===== config.mk =====
export PLATFORM = sky130hd
export DESIGN_NAME = cdb_arbiter
export DESIGN_NICKNAME = d
export VERILOG_FILES = /design/src/rtl/cdb_arbiter.sv
export SDC_FILE = /design/constraint.sdc
export NUM_CORES = 1
export LEC_CHECK = 0
export CAP_MARGIN = 30
export CORE_UTILIZATION = 25
export DETAILED_ROUTE_END_ITERATION = 16
export PLACE_DENSITY = 0.62
export SLEW_MARGIN = 20
export SYNTH_ARGS = -nofsm -noshare
export SYNTH_HDL_FRONTEND = slang
export SYNTH_SLANG_ARGS = --single-unit

===== constraint.sdc =====
create_clock -name clk -period 6.5 [get_ports clk]
set_input_delay 0.65 -clock clk [delete_from_list [all_inputs] [get_ports clk]]
set_output_delay 0.65 -clock clk [all_outputs]
set_load 0.02 [all_outputs]

===== src/rtl/cdb_arbiter.sv =====
/*
 * +--------------------------------------------------------------------------+
 * | Module      : cdb_arbiter                                                 |
 * | Description : Round-robin arbiter driving the registered CDB broadcast.   |
 * |               Define CDB_ARB_PERF_EN to add per-unit conflict counters.   |
 * | Revision    : 1.0 - initial release                                       |
 * +--------------------------------------------------------------------------+
 */
`default_nettype none

module cdb_arbiter #(
  parameter int NUM_REQ   = 4,
  parameter int ROB_TAG_W = 4,
  parameter int PREG_W    = 6,
  parameter int DATA_W    = 32
) (
  input  logic                      clk,
  input  logic                      rst_n,
  input  logic                      flush_i,
  input  logic [NUM_REQ-1:0]        req_valid_i,
  output logic [NUM_REQ-1:0]        req_ready_o,
  input  logic [NUM_REQ*ROB_TAG_W-1:0] req_tag_i,
  input  logic [NUM_REQ*PREG_W-1:0] req_preg_i,
  input  logic [NUM_REQ-1:0]        req_wen_i,
  input  logic [NUM_REQ*DATA_W-1:0] req_data_i,
  input  logic [NUM_REQ-1:0]        req_mispredict_i,
  output logic                      cdb_valid_o,
  output logic [ROB_TAG_W-1:0]      cdb_tag_o,
  output logic [PREG_W-1:0]         cdb_preg_o,
  output logic                      cdb_wen_o,
  output logic [DATA_W-1:0]         cdb_data_o,
  output logic                      cdb_mispredict_o
`ifdef CDB_ARB_PERF_EN
  ,
  output logic [NUM_REQ*16-1:0]     conflict_cnt_o
`endif
);

  localparam int c_PTR_W = (NUM_REQ > 1) ? $clog2(NUM_REQ) : 1;
  localparam logic [c_PTR_W:0]   c_NUM_REQ  = (c_PTR_W+1)'(NUM_REQ);
  localparam logic [c_PTR_W-1:0] c_LAST_IDX = c_PTR_W'(NUM_REQ - 1);

  logic [c_PTR_W-1:0] r_rr_ptr;
  logic [c_PTR_W-1:0] w_order [NUM_REQ];
  logic [NUM_REQ-1:0] w_grant;
  logic [c_PTR_W-1:0] w_grant_idx;
  logic               w_found;
  logic               w_hs;
  logic [c_PTR_W-1:0] w_ptr_next;

  // w_order[k] is the k-th index in priority order, starting at r_rr_ptr
  for (genvar k = 0; k < NUM_REQ; k++) begin : g_order
    logic [c_PTR_W:0] w_sum;
    logic [c_PTR_W:0] w_diff;
    assign w_sum      = {1'b0, r_rr_ptr} + (c_PTR_W+1)'(k);
    assign w_diff     = w_sum - c_NUM_REQ;
    assign w_order[k] = (w_sum >= c_NUM_REQ) ? w_diff[c_PTR_W-1:0] : w_sum[c_PTR_W-1:0];
  end

  always_comb begin
    w_grant     = '0;
    w_grant_idx = '0;
    w_found     = 1'b0;
    for (int k = 0; k < NUM_REQ; k++) begin
      if (!w_found && req_valid_i[w_order[k]]) begin
        w_found              = 1'b1;
        w_grant_idx          = w_order[k];
        w_grant[w_order[k]]  = 1'b1;
      end
    end
  end

  // Ready is suppressed during reset so nothing handshakes that the arbiter cannot record
  assign req_ready_o = w_grant & {NUM_REQ{~flush_i & rst_n}};
  assign w_hs        = w_found & ~flush_i;
  assign w_ptr_next  = (w_grant_idx == c_LAST_IDX) ? '0 : w_grant_idx + c_PTR_W'(1);

  always_ff @(posedge clk or negedge rst_n) begin
    if (!rst_n) begin
      r_rr_ptr         <= '0;
      cdb_valid_o      <= 1'b0;
      cdb_tag_o        <= '0;
      cdb_preg_o       <= '0;
      cdb_wen_o        <= 1'b0;
      cdb_data_o       <= '0;
      cdb_mispredict_o <= 1'b0;
    end else begin
      cdb_valid_o <= w_hs;
      if (w_hs) begin
        r_rr_ptr         <= w_ptr_next;
        cdb_tag_o        <= req_tag_i[w_grant_idx*ROB_TAG_W +: ROB_TAG_W];
        cdb_preg_o       <= req_preg_i[w_grant_idx*PREG_W +: PREG_W];
        cdb_wen_o        <= req_wen_i[w_grant_idx];
        cdb_data_o       <= req_data_i[w_grant_idx*DATA_W +: DATA_W];
        cdb_mispredict_o <= req_mispredict_i[w_grant_idx];
      end
    end
  end

`ifdef CDB_ARB_PERF_EN
  for (genvar i = 0; i < NUM_REQ; i++) begin : g_perf
    logic [15:0] r_cnt;
    always_ff @(posedge clk or negedge rst_n) begin
      if (!rst_n) begin
        r_cnt <= '0;
      end else if (req_valid_i[i] && !req_ready_o[i] && (r_cnt != 16'hFFFF)) begin
        r_cnt <= r_cnt + 16'd1;
      end
    end
    assign conflict_cnt_o[i*16 +: 16] = r_cnt;
  end
`endif

endmodule

`default_nettype wire


* Word level (Yosys, flattened, before mapping)
Index checks and enable logic that the tools add are counted.
** Storage, ports and cells
- Bits in registers :: 47
- Output and inout port bits :: 49
- Word-level logic and storage cells :: 87
** Operators by class
- Shift operators :: 3
- Eq/ne operators :: 1
- Multiply operators :: 1
- Muxes and demuxes :: 37
- Order comparisons :: 13
- Add/sub/neg operators :: 8
- Reduce and logical (&&, ||, !) cells :: 10
- Bitwise gates (word level) :: 7
** Operator list (number)
- 128-bit by 8-bit variable part select with 32-bit output :: 1
- 24-bit by 6-bit variable part select with 6-bit output :: 1
- 2-bit 2-to-1 mux :: 9
- 4-bit 2-to-1 mux :: 4
- 16-bit by 5-bit variable part select with 4-bit output :: 1
- 2-bit by 3-bit < comparator with 1-bit output (second input constant) :: 5
- 1-bit 2-to-1 mux :: 14
- 1-bit binary-select mux with 2-bit select :: 6
- 4-bit OR :: 3
- 3-bit greater-or-equal comparator (second input constant) :: 3
- 1-bit demux with 2-bit select :: 4
- 2-bit by 1-bit greater-or-equal comparator with 1-bit output (second input constant) :: 4
- 2-bit by 1-bit subtractor with 2-bit output (second input constant) :: 4
- 1-bit logical AND :: 7
- 2-bit by 2-bit adder with 3-bit output (second input constant) :: 2
- 4-bit AND :: 1
- 2-bit by 2-bit multiplier with 4-bit output (second input constant) :: 1
- 2-bit by 1-bit adder with 3-bit output (second input constant) :: 1
- 2-bit by 3-bit greater-or-equal comparator with 1-bit output (second input constant) :: 1
- 1-bit zero test :: 3
- 2-bit by 1-bit adder with 2-bit output (second input constant) :: 1
- 1-bit AND :: 2
- 2-bit equality test (second input constant) :: 1
- 1-bit inverter :: 1

* Longest topological paths before layout
- Depth in word-level cells :: 16
- Depth in mapped cells :: 12
- Mapped depth without buffers :: 8

* Worst setup path after synthesis
No wires, ideal clock.
- Kind :: register -> output
- Start point :: register r_rr_ptr[0]
- End point :: output port req_ready_o[0]
- Path slack :: 3.175 ns
- Stages on the path, launching flop included :: 9
- Buffers on the path :: 2
- Required time :: 5.850 ns
- Arrival :: 2.675 ns
- Cell sequence :: dfrtp_1 -> buf_2 -> inv_1 -> ha_1 -> buf_2 -> mux4_2 -> nor4b_1 -> a221oi_1 -> nor2_1
** On the way
- Cells in the longest elaborated chain, start to end :: 15
** RTL lines
- start: declaration :: RTL line 43 : logic [c_PTR_W-1:0] r_rr_ptr;
- start signal: assignment :: RTL line 90 : r_rr_ptr <= w_ptr_next;
- branches (longest 13 deep; another with 2-bit by 1-bit adder with 3-bit output)
- 4-bit 2-to-1 mux * :: RTL line 65 : if (!w_found && req_valid_i[w_order[k]]) begin
- 4-bit AND * :: RTL line 74 : assign req_ready_o = w_grant & {NUM_REQ{~flush_i & rst_n}};
- end: declaration :: RTL line 21 : output logic [NUM_REQ-1:0] req_ready_o,
Mark *: on every way between the ends. The select of a mux whose other input is x is not followed.

* Final worst setup path
- Start point :: register r_rr_ptr[0]
- End point :: output port req_ready_o[2]
Same word-level chain as after synthesis.

==> implementation parameters <==
Parameter                              Value

Die
  Num ports ... 232
  Initial standard-cell utilization of the core ... 25.8%
  Die Footprint ... 0.0143 mm2
  Vertical die dimension ... roughly 120 um
  Width of the chip ... about 120 um
  Standard-cell rows ... 42
  Floorplan Core Area ... 0.0133 mm2

Clock network
  TritonCTS Buffers ... 5
  CTS clk-pin slew, worst paths ... roughly 60 ps
  Buffers from clock root to sink, at most ... 2
  CTS H-tree depth ... 2
  Buffer type at the clock tree root ... sky130_fd_sc_hd__clkbuf_16
  Post-CTS Hold Buffers ... 0
  Clock Latency Late Sink ... just under 300 ps
  Clock Sink Count ... 47
  Post-CTS setup buffer count ... 0
  Number of instances resized during post-cts repair ... 0
  Clock tree from TritonCTS ... done

Global routing
  Maximum number of pins on one net before global-route repair ... 92
  First-pass GRT wire length ... roughly 22000 um
  GRT met3 Usage ... approximately 3.6%
  GRT overflow ... 0
  Met2 GRT Util ... 34.3%
  Global routing usage summed across all routing layers ... between 10% and 20%
  Global-route track usage on met1 ... between 20% and 30%
  Number of antenna violations at the first check in global routing ... 0
  Busiest layer in global routing ... met2
  Via count of the first global-routing pass ... between 4000 and 5000

Place
  Placed wire-length estimate ... ~10000 um
  Number of port buffers ... 231
  Global placement routability congestion ... slightly above 0.8

Synth
  Cell area after synthesis ... around 0.0034 mm2
  Post-synth top area share ... about a third
  Post-synthesis cell count ... approximately 420
  Number of library cell types mapped by synthesis ... 36
  Synthesized area per cell ... just over 8 um2
  Multiplexer fraction of the synthesized cell area ... 3.52%
  Count of synthesis-stage warnings from yosys ... 0
  Main combinational cell family by area after synthesis ... simple AND/OR/NAND/NOR gates
  Area share of xor/xnor cells in the synthesized design ... 0%
  Syn Nets ... around 610
  Compound-gate portion of the synthesized area ... about a quarter
  Seq/Total Area, Yosys ... 34.1%
  Simple-Gate Fraction of Synth Area ... about a quarter
  Adder-cell share of the synthesized area ... roughly 2.5%
  Leading cell types by total area after synthesis ... sky130_fd_sc_hd__dfrtp_1 34%, sky130_fd_sc_hd__a311oi_1 11%, sky130_fd_sc_hd__a211oi_1 9.8%
  Count of state elements after synthesis ... 47
  Library cell with the largest summed area after synthesis ... sky130_fd_sc_hd__dfrtp_1

Final layout
  Most common cell after layout, fill and taps aside ... sky130_fd_sc_hd__clkdlybuf4s50_1
  Growth of design area from synthesis to finish ... 75.3%
  Most frequent cells in the layout ... 230 x sky130_fd_sc_hd__clkdlybuf4s50_1, 90 x sky130_fd_sc_hd__nand2_1, 59 x sky130_fd_sc_hd__nor2_1
  Post-layout util ... 45.3%
  Antenna Diode Count ... 0
  Fill count ... ~1300
  Share of layout cells above drive strength 1 ... roughly 4.8%
  Nets ... around 810

Setup path
  Startpoint of the lowest-slack register-to-register path ... r_rr_ptr[0]
  Launching element type of the critical path ... flop
  Critical path origin ... r_rr_ptr[0]
  Critical path endpoint category ... output pin
  WS Path Type ... reg -> out
  Data arrival, critical path ... a little under 4000 ps
  Crit-path max FO ... 19
  Required time of the worst setup path ... slightly below 6000 ps

Power and ir drop
  Reported leakage power ... approximately 0.0024 uW
  Max rail drop VDD ... between 0.15 and 0.2 mV
  Total power per unit cell area ... about 440 mW/mm2

Route
  Count of unresolved DRC violations after routing ... 0
  Antenna violation net count after detailed routing ... 0
  Detailed-router iteration count before antenna repair ... 6
  Routed length per instance ... roughly 18 um
  Detailed router's first-iteration violation count ... 224
  Vias per cell ... a little over 5
  Total length of routed wires ... 14200 um
  Vias ... between 4000 and 5000

Timing
  Fin crit share ... a little over two thirds
  Final Setup Violations ... 0
  Final Hold Fails ... 0
  Accumulated negative setup slack ... 0 ps
  Maximum operating frequency ... 222 MHz
  Worst Tran Pin Value ... between 900 and 1000 ps
  Fin Clk Skew ... between 5 and 6 ps
  Normalized max-slew margin ... a little under two fifths
  Tmin final ... 4510 ps
  Max-slew violation count ... 0
  Setup repair after global routing missed its margin ... no

Run
  Max-cap violations ... 0

Outcome
  Run status ... finished, final reports clean

Worst hold path
  Hold/Removal Path Class ... in -> async
where the power goes:
group	switching [uW]	total, uW	internal (uW)
registers	109	554	444
clock network	111	275	164
logic	1030	1840	805
synth_stat cells:
master,instances
sky130_fd_sc_hd__nand2_4,1
sky130_fd_sc_hd__o211ai_1,1
sky130_fd_sc_hd__nand2_1,90
sky130_fd_sc_hd__o21ai_4,1
sky130_fd_sc_hd__o21ai_0,2
sky130_fd_sc_hd__a221o_1,2
sky130_fd_sc_hd__inv_2,1
sky130_fd_sc_hd__nor2_1,59
sky130_fd_sc_hd__a32o_1,1
sky130_fd_sc_hd__a311oi_1,44
sky130_fd_sc_hd__and2_1,1
sky130_fd_sc_hd__dfrtp_1,47
sky130_fd_sc_hd__ha_1,7
sky130_fd_sc_hd__nand3b_1,1
sky130_fd_sc_hd__a2111o_1,1
sky130_fd_sc_hd__buf_4,6
sky130_fd_sc_hd__nor2b_4,1
sky130_fd_sc_hd__buf_2,18
sky130_fd_sc_hd__mux2_2,1
sky130_fd_sc_hd__or3b_2,1
sky130_fd_sc_hd__o21ai_2,1
sky130_fd_sc_hd__inv_1,3
sky130_fd_sc_hd__a21o_1,1
sky130_fd_sc_hd__clkbuf_1,17
sky130_fd_sc_hd__buf_6,2
sky130_fd_sc_hd__nand2b_1,3
sky130_fd_sc_hd__mux4_2,4
sky130_fd_sc_hd__a22oi_1,5
sky130_fd_sc_hd__a22o_1,1
sky130_fd_sc_hd__nor4b_1,1
sky130_fd_sc_hd__or4b_2,1
sky130_fd_sc_hd__a221oi_1,4
sky130_fd_sc_hd__mux2i_1,2
sky130_fd_sc_hd__and3_1,44
sky130_fd_sc_hd__o31ai_2,1
sky130_fd_sc_hd__a211oi_1,45
sequential cells by signal, summed over array words and instances, names as in the netlist:
name / cells
r_rr_ptr: 2
cdb_mispredict_o: 1
cdb_wen_o: 1
cdb_tag_o: 4
cdb_preg_o: 6
cdb_valid_o: 1
cdb_data_o: 32
worst max-delay path, stage by stage (launching register included):
cell                              delay, ps
sky130_fd_sc_hd__dfrtp_1                800
sky130_fd_sc_hd__inv_1                  190
sky130_fd_sc_hd__ha_1                   570
sky130_fd_sc_hd__mux4_2                 460
sky130_fd_sc_hd__nor4b_1                610
sky130_fd_sc_hd__a221oi_1               180
sky130_fd_sc_hd__nor2_1                 140
sky130_fd_sc_hd__clkdlybuf4s50_1        620
stage by stage:
stage                     total power (uW)  hold WS (ps)  cell area (um2)  setup slack, ps  instances
after floorplan                       1680           354             3450             3170        421
after global routing                  2830           565             6050             1740        801
after CTS                             2630           503             6000             1960        799
after global placement                2260           545             5800             2180        789
final                                 2670           486             6050             1990        801
after detailed placement              2340           549             5840             2290        791
cells by family (layout without fill, tap and decap cells):
kind of cell,after synthesis,after routing
buf+inv,47,251
mux,7,7
flops,47,47
fa+ha+maj,7,7
simple gates,203,203
compound gates,110,110
routing by layer:
metal	vias up	part of all wire, %
li1	1963	-
met1	2009	41
met2	163	51
met3	22	6.0
met4	0	2.1
met5	-	0
layout make-up:
| class | instances | area [um2] | share of cell area [%] |
|---|---|---|---|
| Sequential cell | 47 | 1180 | 19.5 |
| Inverter | 4 | 15.0 | 0.248 |
| Timing Repair Buffer | 239 | 2420 | 40.1 |
| Clock buffer | 8 | 156 | 2.59 |
| Multi-Input combinational cell | 327 | 2050 | 34.0 |
| Tap cell | 176 | 220 | 3.64 |
path summary, 6_finish.rpt:
check	endpoint	slack, ps	cells after the start
worst max-delay path	req_ready_o[2]	1990	7
worst min-delay path	cdb_data_o[30]	490	2
worst max register to register	cdb_data_o[25]	2480	10
worst min register to register	cdb_data_o[7]	550	2
max in group asynchronous	r_rr_ptr[0]	5550	2
min in group clk	cdb_data_o[7]	550	2
Power figures use the tool's default switching activity.
